==> src/rtl/uart_pkg.sv <==
// uart_pkg -- shared types and constants for the UART receive word packer.
//
// Contents:
//   byte_t / word_t      : 8-bit received byte and 32-bit packed word
//   asm_state_t          : assembler state B0..B3 (value = bytes already held)
//   FIFO_DEPTH_DEFAULT   : default word FIFO depth
//   place_byte()         : writes a byte into the lane selected by a byte index
//
// Build option: UART_RX_PACK_BIG_ENDIAN_EN
//   If defined, byte index 0 maps to bits [31:24].
//   Otherwise byte index 0 maps to bits [7:0] (little-endian, the default).
package uart_pkg;

   typedef logic [7:0]  byte_t;
   typedef logic [31:0] word_t;

   typedef enum logic [1:0] {
      B0 = 2'd0,
      B1 = 2'd1,
      B2 = 2'd2,
      B3 = 2'd3
   } asm_state_t;

   localparam int FIFO_DEPTH_DEFAULT = 4;

   function automatic word_t place_byte(input word_t w, input byte_t b, input logic [1:0] idx);
      word_t r;
      r = w;
`ifdef UART_RX_PACK_BIG_ENDIAN_EN
      r[{~idx, 3'b000} +: 8] = b;
`else
      r[{idx, 3'b000} +: 8] = b;
`endif
      return r;
   endfunction

endpackage

==> src/rtl/uart_word_fifo.sv <==
// uart_word_fifo -- synchronous word FIFO for the UART receive packer.
//
// Ports:
//   clk, rstn        : clock and asynchronous active-low reset
//   push, push_data  : write request and data; accepted if not full, or if
//                      full and a pop happens on the same edge
//   pop              : read request; ignored when empty
//   head_data        : entry at the read pointer
//   full, empty      : derived from the occupancy counter
//
// Pointers wrap naturally because DEPTH is a power of two. The occupancy
// counter is one bit wider than the pointers so full and empty differ.
module uart_word_fifo #(
   parameter int DEPTH = 4,
   parameter int WIDTH = 32
) (
   input  logic             clk,
   input  logic             rstn,
   input  logic             push,
   input  logic [WIDTH-1:0] push_data,
   input  logic             pop,
   output logic [WIDTH-1:0] head_data,
   output logic             full,
   output logic             empty
);

   localparam int AW = $clog2(DEPTH);
   localparam int CW = AW + 1;

   logic [WIDTH-1:0] mem [DEPTH];
   logic [AW-1:0]    wr_ptr;
   logic [AW-1:0]    rd_ptr;
   logic [CW-1:0]    count;
   logic             do_push;
   logic             do_pop;

   assign full      = (count == CW'(DEPTH));
   assign empty     = (count == '0);
   assign do_pop    = pop && !empty;
   assign do_push   = push && (!full || do_pop);
   assign head_data = mem[rd_ptr];

   always_ff @(posedge clk or negedge rstn) begin
      if (!rstn) begin
         wr_ptr <= '0;
         rd_ptr <= '0;
         count  <= '0;
         for (int i = 0; i < DEPTH; i++) begin
            mem[i] <= '0;
         end
      end else begin
         if (do_push) begin
            mem[wr_ptr] <= push_data;
            wr_ptr      <= wr_ptr + 1'b1;
         end
         if (do_pop) begin
            rd_ptr <= rd_ptr + 1'b1;
         end
         case ({do_push, do_pop})
            2'b10:   count <= count + 1'b1;
            2'b01:   count <= count - 1'b1;
            default: count <= count;
         endcase
      end
   end

endmodule

==> src/rtl/uart_rx_packer.sv <==
// uart_rx_packer -- packs received UART bytes into 32-bit words and queues
// them in a small FIFO for a valid/ready consumer.
//
// Ports:
//   clk, rstn              : clock and asynchronous active-low reset
//   byte_valid, byte_data  : one-cycle strobe plus received byte
//   flush                  : drop the partial word (and any same-cycle byte)
//   word_valid, word_data  : FIFO head; word_valid is registered state only
//   word_ready             : consumer accepts the head word
//   byte_count             : bytes held in the partial word (0-3)
//   overflow               : sticky; a completed word was dropped on a full FIFO
//
// Build option: UART_RX_PACK_BIG_ENDIAN_EN selects big-endian byte placement;
// little-endian when undefined.
//
// Assembler states:
//   state | meaning
//   B0    | no bytes held; next byte goes to lane 0
//   B1    | one byte held; next byte goes to lane 1
//   B2    | two bytes held; next byte goes to lane 2
//   B3    | three bytes held; next byte completes and pushes the word
module uart_rx_packer
   import uart_pkg::*;
#(
   parameter int FIFO_DEPTH = FIFO_DEPTH_DEFAULT
) (
   input  logic        clk,
   input  logic        rstn,
   input  logic        byte_valid,
   input  logic [7:0]  byte_data,
   input  logic        flush,
   output logic        word_valid,
   output logic [31:0] word_data,
   input  logic        word_ready,
   output logic [1:0]  byte_count,
   output logic        overflow
);

   asm_state_t state;
   asm_state_t state_nxt;
   word_t      partial;
   word_t      partial_nxt;
   word_t      assembled;
   logic       push;
   logic       pop;
   logic       full;
   logic       empty;
   logic       overflow_nxt;

   assign word_valid = !empty;
   assign pop        = word_valid && word_ready;
   assign byte_count = state;
   assign assembled  = place_byte(partial, byte_data, state);

   always_ff @(posedge clk or negedge rstn) begin
      if (!rstn) begin
         state    <= B0;
         partial  <= '0;
         overflow <= 1'b0;
      end else begin
         state    <= state_nxt;
         partial  <= partial_nxt;
         overflow <= overflow_nxt;
      end
   end

   always_comb begin
      state_nxt    = state;
      partial_nxt  = partial;
      push         = 1'b0;
      overflow_nxt = overflow;
      if (flush) begin
         state_nxt   = B0;
         partial_nxt = '0;
      end else if (byte_valid) begin
         case (state)
            B0: begin
               state_nxt   = B1;
               partial_nxt = assembled;
            end
            B1: begin
               state_nxt   = B2;
               partial_nxt = assembled;
            end
            B2: begin
               state_nxt   = B3;
               partial_nxt = assembled;
            end
            default: begin
               state_nxt   = B0;
               partial_nxt = '0;
               push        = 1'b1;
            end
         endcase
      end
      // A full FIFO still accepts the word if the head leaves on this edge.
      if (push && full && !pop) begin
         overflow_nxt = 1'b1;
      end
   end

   uart_word_fifo #(
      .DEPTH (FIFO_DEPTH),
      .WIDTH (32)
   ) u_fifo (
      .clk       (clk),
      .rstn      (rstn),
      .push      (push),
      .push_data (assembled),
      .pop       (pop),
      .head_data (word_data),
      .full      (full),
      .empty     (empty)
   );

endmodule

==> config.mk <==
export PLATFORM = sky130hd
export DESIGN_NAME = uart_rx_packer
export DESIGN_NICKNAME = d
export VERILOG_FILES = /design/src/rtl/uart_pkg.sv /design/src/rtl/uart_word_fifo.sv /design/src/rtl/uart_rx_packer.sv
export SDC_FILE = /design/constraint.sdc
export NUM_CORES = 1
export LEC_CHECK = 0
export CAP_MARGIN = 20
export CORE_ASPECT_RATIO = 1.4
export CORE_MARGIN = 1
export CORE_UTILIZATION = 39
export CTS_CLUSTER_SIZE = 25
export DETAILED_ROUTE_END_ITERATION = 8
export PLACE_DENSITY_LB_ADDON = 0.15
export SLEW_MARGIN = 15
export SYNTH_ARGS = -nofsm -noshare
export SYNTH_HDL_FRONTEND = slang
export SYNTH_SLANG_ARGS = --single-unit
export TNS_END_PERCENT = 20
==> constraint.sdc <==
create_clock -name clk -period 5.26 [get_ports clk]
set_clock_uncertainty 0.1 [all_clocks]
set_input_delay 1.315 -clock clk [delete_from_list [all_inputs] [get_ports clk]]
set_output_delay 1.315 -clock clk [all_outputs]
set_load 0.02 [all_outputs]
==> results.sh <==
export IMPL_worst_endpoint_arrival_ns=2.60
export IMPL_antenna_found_initial=0
export IMPL_intPower_mw=2.41
export IMPL_cp_end_kind="primary output"
export IMPL_first_global_vias=5229
export IMPL_setup_tns_ns=0
export IMPL_slew_violations=0
export IMPL_nFillCells=1726
export IMPL_syn_avg_cell_area_um2=11.4
export IMPL_io_buffers=48
export IMPL_syn_inst=660
export IMPL_hpwl_mm=10.7
export IMPL_use_met2=0.306
export IMPL_start_util=0.401
export IMPL_routed_via_density=5.32
export IMPL_cts_sinks=170
export IMPL_n_antenna_cell=0
export IMPL_dr_first_iter_drc_count=324
export IMPL_setup_viol=0
export IMPL_ys_ff_latch=170
export IMPL_grt_use_total=0.186
export IMPL_synth_warnings=0
export IMPL_synth_cell_types=44
export IMPL_gr_usage_met3=0.0326
export IMPL_cp_start_kind="flop"
export IMPL_syn_to_final_growth_pct=16.2
export IMPL_num_vias=5014
export IMPL_syn_area_mm2=0.00752
export IMPL_cts_root_buf="clkbuf_16"
export IMPL_period_share=0.764
export IMPL_required_ns=3.85
export IMPL_p_switching_mw=0.879
export IMPL_grtUsageMet1=0.242
export IMPL_ir_worst_vdd_mv=0.247
export IMPL_final_common_cell="dfrtp_1"
export IMPL_status="complete, no violations"
export IMPL_clk_pin_slew_ns=0.06
export IMPL_drc=0
export IMPL_synth_area_leaders="dfrtp_1, mux4_2, o21ai_0"
export IMPL_fin_nets=709
export IMPL_worst_slew_pin_slew_ns=1.02
export IMPL_async_flop_share=1.00
export IMPL_yosys_area_top_type_share=0.566
export IMPL_syn_nets=683
export IMPL_cts_resized=0
export IMPL_finalHoldViolCount=0
export IMPL_ant_nets=0
export IMPL_drv_cap=0
export IMPL_path_delay_family="buffers and inverters"
export IMPL_num_rows=59
export IMPL_busiest_layer="met2"
export IMPL_worstPathMaxFanout=18
export IMPL_core_region_area_mm2=0.0188
export IMPL_wirelength_mm=17.0
export IMPL_cts_buffer_depth=2
export IMPL_drt_pass1_iterations=5
export IMPL_io_pin_count=49
export IMPL_cts_buffers=17
export IMPL_grt_first_pass_wirelength_mm=28.2
export IMPL_cts_tree="done"
export IMPL_die_area_mm2=0.0198
export IMPL_postCtsSetupRepairBufs=0
export IMPL_ys_seq_area_frac=0.566
export IMPL_die_width_um=119
export IMPL_cp_cell_sequence="buf_12, mux4_2, clkdlybuf4s50_1"
export IMPL_cts_hold_buf=0
export IMPL_fin_crit_ns=4.02
export IMPL_htreeDepth=4
export IMPL_max_freq_mhz=249
export IMPL_gp_congestion=0.767
export IMPL_synth_edff_count=0
export IMPL_synth_top_area_cell="dfrtp_1"
export IMPL_die_y_um=166
export IMPL_clkPwrFrac=0.417
export IMPL_hold_path_class="reg2reg"
export IMPL_leakagePower_nw=3.68
export IMPL_p_total_mw=3.29
export IMPL_cp_slowest_cell="dfrtp_2"
export IMPL_cp_slowest_stage_delay_ns=0.77
export IMPL_routedWlPerCell_um=18.1
export IMPL_clock_latency_ns=0.43
export IMPL_placed_area_mm2=0.00809
export IMPL_rsz0062_at_grt="false"
export IMPL_relSlewSlack=0.315
export IMPL_grt_max_degree=106
export IMPL_pwr_share_seq=0.443
export IMPL_layout_drive_gt1_share=0.112
export IMPL_combPwrFrac=0.140
export IMPL_synth_flop_cell="dfrtp_1"
export IMPL_p_per_area_mw_per_mm2=376
export IMPL_post_route_cell_area_mm2=0.00873
export IMPL_critPathKind="reg2out"
export IMPL_final_cell_mix="dfrtp_1, nand2_1, o21ai_0"
export IMPL_critPathBufInv=2
export IMPL_switching_share=0.267
export IMPL_grt_overflow=0
[cell families (layout without fill, tap and decap cells)]
| group | count (synthesis) | after routing | synth area share |
|---|---|---|---|
| AND/OR/NAND/NOR | 190 | 190 | 0.117 |
| XOR/XNOR | 5 | 5 | 0.00582 |
| AO/OA/AOI/OAI | 190 | 190 | 0.145 |
| multiplexers | 38 | 38 | 0.105 |
| adder cells (fa/ha/maj) | 10 | 10 | 0.0176 |
| flip-flops | 170 | 170 | 0.566 |
| buffers and inverters | 57 | 95 | 0.0441 |
[area by class of cell]
cell class / count / area [um2] / share of cell area
multi-input cells: 433 / 2930 / 0.336
flip-flops and latches: 170 / 4260 / 0.487
well taps: 244 / 305 / 0.0350
repair buffers: 52 / 549 / 0.0629
inverters: 12 / 45.0 / 0.00516
clock buffers: 18 / 429 / 0.0491
clock inverters: 13 / 218 / 0.0249
[sequential cells by signal (all words and copies together), names as in the netlist]
name,count
u_fifo.mem,128
byte_count,2
u_fifo.rd_ptr,2
overflow,1
u_fifo.wr_ptr,2
partial,32
u_fifo.count,3
[final timing paths]
path	startpoint	end	slack (ns)	depth (start not counted)
max	u_fifo.rd_ptr[0]	word_data[26]	1.24	3
min	overflow	overflow	0.36	1
max reg2reg	byte_count[0]	u_fifo.mem[14]	2.33	4
min reg2reg	overflow	overflow	0.36	1
max in group asynchronous	rstn	u_fifo.mem[94]	3.24	2
min in group asynchronous	rstn	u_fifo.mem[100]	0.90	1
[per-layer routing]
| layer | vias to the layer above | part of all wire | wire length [um] |
|---|---|---|---|
| met5 | - | 0 | 0 |
| met4 | 0 | 0.020 | 340 |
| met3 | 28 | 0.031 | 523 |
| met2 | 92 | 0.50 | 8580 |
| met1 | 2507 | 0.44 | 7570 |
| li1 | 2387 | - | - |
[cell usage after synthesis (2+ instances only)]
| master | instances |
|---|---|
| buf_6 | 8 |
| inv_1 | 11 |
| buf_2 | 16 |
| xnor2_1 | 5 |
| dfrtp_1 | 170 |
| a31oi_1 | 14 |
| ha_1 | 9 |
| nand2_1 | 141 |
| nor2b_1 | 14 |
| and2_1 | 8 |
| o21ai_1 | 12 |
| mux2i_1 | 2 |
| mux4_2 | 32 |
| nor3_1 | 2 |
| a32oi_1 | 17 |
| a22o_1 | 12 |
| o21ai_0 | 126 |
| clkbuf_1 | 10 |
| nand3_4 | 4 |
| a21oi_1 | 3 |
| nor2_1 | 9 |
| mux2_2 | 4 |
| buf_4 | 10 |
[through the flow]
step,worst slack [ns],instances,util,hold slack (ns)
floorplan,2.09,660,-,0.342
global placement,1.39,911,0.431,0.352
detailed placement,1.32,911,0.431,0.346
CTS,1.16,942,0.466,0.366
global route,1.08,942,0.466,0.394
finish,1.24,942,0.466,0.361
[power by group through the flow]
stage	clock, mW	combinational, mW	sequential (mW)
2_1_floorplan	0	0.364	1.40
3_3_place_gp	0	0.461	1.48
3_5_place_dp	0	0.468	1.49
4_1_cts	1.41	0.470	1.46
5_1_grt	1.45	0.499	1.47
6_report	1.37	0.459	1.46
Power figures use the tool's default switching activity.
